<file path="config.mk">
export PLATFORM = sky130hd
export DESIGN_NAME = pe_merge
export DESIGN_NICKNAME = d
export VERILOG_FILES = /design/src/rtl/pe_merge.sv
export SDC_FILE = /design/constraint.sdc
export NUM_CORES = 1
export LEC_CHECK = 0
export CORE_MARGIN = 5
export CORE_UTILIZATION = 40
export CTS_CLUSTER_DIAMETER = 40
export DETAILED_ROUTE_END_ITERATION = 16
export GPL_TIMING_DRIVEN = 0
export MAX_ROUTING_LAYER = met4
export PLACE_DENSITY_LB_ADDON = 0.25
export SLEW_MARGIN = 5
export SYNTH_ARGS = -nofsm -noshare
export SYNTH_HDL_FRONTEND = slang
export SYNTH_SLANG_ARGS = --single-unit
</file>
<file path="constraint.sdc">
create_clock -name clk -period 1.9 [get_ports clk]
set_clock_uncertainty 0.1 [all_clocks]
set_input_delay 0.19 -clock clk [delete_from_list [all_inputs] [get_ports clk]]
set_output_delay 0.19 -clock clk [all_outputs]
set_load 0.02 [all_outputs]
</file>
<file path="src/rtl/pe_merge.sv">
// Merges NACC accumulator words then one psum word into a registered output stream.
// Optional PE_MERGE_PSUM_CNT_EN adds a 16-bit count of psum words forwarded.
module pe_merge #(
   parameter int DWIDTH = 8,
   parameter int NACC   = 2
) (
   input  logic              clk,
   input  logic              rst_n,
   input  logic              acc_valid,
   output logic              acc_ready,
   input  logic [DWIDTH-1:0] acc_data,
   input  logic              pkt_valid,
   output logic              pkt_ready,
   input  logic [DWIDTH-1:0] pkt_data,
   output logic              out_valid,
   input  logic              out_ready,
   output logic [DWIDTH-1:0] out_data,
`ifdef PE_MERGE_PSUM_CNT_EN
   output logic [15:0]       psum_cnt,
`endif
   output logic              out_last
);

   typedef enum logic {S_ACC = 1'b0, S_PKT = 1'b1} state_t;

   localparam logic [3:0] ACC_LAST = 4'(NACC - 1);

   state_t     state, state_nxt;
   logic [3:0] acc_idx, acc_idx_nxt;
   logic       live;
   logic       free;
   logic       acc_xfer, pkt_xfer;

   assign free     = !out_valid || out_ready;
   assign acc_xfer = acc_valid && acc_ready;
   assign pkt_xfer = pkt_valid && pkt_ready;

   // live holds readys off until the first edge after reset release
   always_ff @(posedge clk or negedge rst_n) begin
      if (!rst_n) begin
         state   <= S_ACC;
         acc_idx <= 4'd0;
         live    <= 1'b0;
      end else begin
         state   <= state_nxt;
         acc_idx <= acc_idx_nxt;
         live    <= 1'b1;
      end
   end

   always_comb begin
      state_nxt   = state;
      acc_idx_nxt = acc_idx;
      if (acc_xfer) begin
         if (acc_idx == ACC_LAST) begin
            acc_idx_nxt = 4'd0;
            state_nxt   = S_PKT;
         end else begin
            acc_idx_nxt = acc_idx + 4'd1;
         end
      end else if (pkt_xfer) begin
         state_nxt = S_ACC;
      end
   end

   always_comb begin
      acc_ready = 1'b0;
      pkt_ready = 1'b0;
      if (live && free) begin
         acc_ready = (state == S_ACC);
         pkt_ready = (state == S_PKT);
      end
   end

   always_ff @(posedge clk or negedge rst_n) begin
      if (!rst_n) begin
         out_valid <= 1'b0;
         out_last  <= 1'b0;
         out_data  <= '0;
      end else if (acc_xfer) begin
         out_valid <= 1'b1;
         out_last  <= 1'b0;
         out_data  <= acc_data;
      end else if (pkt_xfer) begin
         out_valid <= 1'b1;
         out_last  <= 1'b1;
         out_data  <= pkt_data;
      end else if (out_ready) begin
         out_valid <= 1'b0;
      end
   end

`ifdef PE_MERGE_PSUM_CNT_EN
   always_ff @(posedge clk or negedge rst_n) begin
      if (!rst_n)        psum_cnt <= 16'd0;
      else if (pkt_xfer) psum_cnt <= psum_cnt + 16'd1;
   end
`endif

endmodule

</file>
==> results of run 1 <==
## repair_timing
| action | 4_1_cts | 5_1_grt |
|---|---|---|
| setup endpoints to repair | 2 | 0 |
| endpoints found under the hold margin | 0 | 0 |
| resized for setup | 2 | 0 |
## cell usage in the layout, fill, tap and decap left out, drive strengths merged
cell,synthesis,layout
clkdlybuf4s50,0,30
o22ai,8,8
clkbuf,0,3
xnor2,2,2
nor4,1,1
nor2,4,4
nor3,1,1
xor2,1,1
and2b,1,1
and4b,1,1
dlygate4sd2,0,2
nand2b,2,2
a2bb2oi,8,8
a21o,1,1
nand3,1,1
a31oi,3,3
and3,1,1
a211oi,2,2
inv,1,1
buf,2,2
conb,1,1
dfrtp,16,16
nor2b,1,1
nand2,4,4
mux2,1,1
nand4,1,1
or4,1,1
## sequential cells by signal, indices dropped and copies added, names as in the netlist
name,count
out_last,1
live,1
acc_idx,4
out_data,8
state,1
out_valid,1
## power groups by stage
stage / Clock (uW) / Sequential, uW / Combinational (uW)
finish: 170 / 589 / 761
global route: 203 / 609 / 816
CTS: 181 / 589 / 771
detailed placement: 0 / 592 / 773
global placement: 0 / 590 / 763
floorplan: 0 / 696 / 340
## cell families (layout without fill, tap and decap cells)
logic type / Yosys count / after routing / share of synthesized area
other: 1 / 1 / 0.00490
xor gates and xnor gates: 3 / 3 / 0.0441
and+or+nand+nor: 19 / 19 / 0.160
buffers and inverters: 3 / 38 / 0.0261
muxes: 1 / 1 / 0.0147
AOI/OAI and AO/OA: 22 / 22 / 0.227
DFF: 16 / 16 / 0.523
## per-layer routing
layer  global-route usage  vias up  wire length, um
li1                     -      317                -
met1                0.200      319              865
met2                0.238       12              934
met3               0.0609        2               63
met4               0.0511        0               11
met5                    -        -                0
## how the worst max path moves through the flow
stage                                from  depth (start not counted)                endpoint
floorplan           out_valid$_DFFE_PN0P_                          3  acc_idx[2]$_DFFE_PN0P_
global placement                out_ready                          4               acc_ready
detailed placement              out_ready                          4               acc_ready
CTS                 out_valid$_DFFE_PN0P_                          3               acc_ready
global route        out_valid$_DFFE_PN0P_                          3               acc_ready
finish              out_valid$_DFFE_PN0P_                          3               acc_ready
## layout make-up
type	count	area [um^2]	area share
multi-input cells	46	345	0.304
clock buffers	3	22.5	0.0198
flip-flops and latches	16	400	0.352
well taps	25	31.3	0.0275
inverters	1	3.75	0.00330
repair buffers	32	318	0.279
plain buffers	2	16.3	0.0143
## metrics by stage
| stage | hold slack [ns] | cells | worst slack [ns] |
|---|---|---|---|
| detailed placement | 0.365 | 122 | -0.116 |
| global route | 0.262 | 125 | 0.0244 |
| floorplan | -0.206 | 65 | 0.304 |
| finish | 0.223 | 125 | 0.156 |
| CTS | 0.243 | 125 | 0.143 |
| global placement | 0.362 | 122 | -0.116 |
==> key figures, run 1 <==
Worst setup path
  • Worst setup EP type: primary output
  • Worst EP arrival: 1.45 ns
  • Worst reg-to-reg setup slack: around 0.26 ns
  • Critical path's top delay family: simple AND/OR/NAND/NOR gates
  • R2R depth: 3
  • Crit path cell chain: and2b_1 > nor3_1 > dlygate4sd2_1
  • Slowest cell on crit path: dfrtp_1
  • Worst r2r dst: out_last$_DFFE_PN0P_
  • R2r startpoint: out_valid$_DFFE_PN0P_
  • Max Fanout on Critical Path: 6
  • Worst stage delay on the critical path: about 0.39 ns
  • CP Launch Type: flop
  • Required time of the critical path: approximately 1.6 ns
  • CP bufs+invs: 1
  • Crit Path Class: reg2out

Route
  • Vias per cell: 5.20
  • Final WL: 1880 um
  • DRC Markers: 0
  • WL/cell: about 15 um
  • Initial DRC Count: 6
  • ANT nets after route: 0
  • Routed vias: between 600 and 700
  • TritonRoute pass-1 iters: 3

Yosys
  • Yosys top cell area share: 0.523
  • Synth cell types: 29
  • Async SR Flop Fraction: 1.00
  • Synthesized area per cell: around 12 um^2
  • Ranking of synthesized cells by area: dfrtp_1, a2bb2oi_1, o22ai_1, a211oi_4, a31oi_1
  • Mapped cell area: 766 um^2
  • EDFF count, synth: 0
  • Post-Syn Instances: 65
  • Syn nets: between 80 and 90
  • Synth top cells by count: dfrtp_1, a2bb2oi_1, o22ai_1
  • #FFs+latches synth: 16
  • Synth area leader: dfrtp_1
  • Seq/Total Area, Yosys: 0.523
  • Ys flop type: dfrtp_1
  • YS warnings: 0
  • Top-count cell post-synth: dfrtp_1

Final layout
  • Fraction of final layout cells sized beyond drive strength 1: 0.130
  • Final instance area: ~1100 um^2
  • Total Nets Final: 123
  • Antenna fix cells: 0
  • Layout area overhead: 48.5%
  • Fillers: between 150 and 200
  • Post-layout util: 0.645

Timing
  • Final setup fails: 0
  • Final Max Slew Viols: 0
  • Worst Tran Pin Value: roughly 0.7 ns
  • Post-layout min period: roughly 1.7 ns
  • Period Utilization, post-route: 0.918
  • RSZ-0062 raised after global routing: false
  • Slew margin rel.: 0.529
  • Setup_tns: 0 ns
  • Fmax: between 0.5 and 0.6 GHz
  • Count of final hold-check violations: 0

Pwr
  • P_sw: 559 uW
  • Clock power frac: 0.112
  • Switching power share of the total: 0.367
  • Logic pwr share: 0.500
  • Seq pwr share: 0.388
  • Power density over the cells: 1340 nW/um^2
  • Leak: ~0.00047 uW
  • Peak VDD IR: a little over 0.0007 V
  • Final Total Pwr: between 1500 and 2000 uW
  • Cell Int Power: 962 uW

Place
  • Gp weighted congestion: 0.788
  • Port buffer count: 32
  • Detail Placement HPWL: between 1000 and 1500 um
  • Placed instance area: about 1100 um^2

Global routing
  • GRT overflow: 0
  • Global-route wire length before repair: about 3200 um
  • Initial antenna violation count: 0
  • Gr usage total: 0.160
  • Vias in the first global route: ~680
  • Largest net degree at the start of global routing: 17

Floorplan
  • # IOs: 33
  • Core ar.: 1760 um^2
  • Die Ht: 53.8 um
  • Initial cell density of the core: 0.434
  • Die ar.: just under 3000 um^2
  • Row count: 15
  • Die X: between 50 and 60 um

Clock network
  • Htree depth: 1
  • Worst-path clk slew: 0.08 ns
  • Hold-fix buffers, CTS: 0
  • CTS tree: done
  • Clk sink count: 16
  • Post-CTS Repair Setup Buffers: 0
  • Root buf cell: clkbuf_4
  • Clk_lat worst skew: between 0.2 and 0.3 ns
  • TritonCTS buffer count: 3
  • CTS max path bufs: 2

Run status
  • Status: complete, no violations

Job
  • Max-Cap Viols: 0

Hold path
  • Worst Hold Class: in2async
Power figures use the tool's default switching activity.
==> run 2, diff against run 1 <==
--- a/config.mk
+++ b/config.mk
@@ -16,3 +16,4 @@
 export SYNTH_ARGS = -nofsm -noshare
 export SYNTH_HDL_FRONTEND = slang
 export SYNTH_SLANG_ARGS = --single-unit
+export TNS_END_PERCENT = 50
==> results of run 2 <==
Final layout, timing and power as in run 1 (identical DEF).
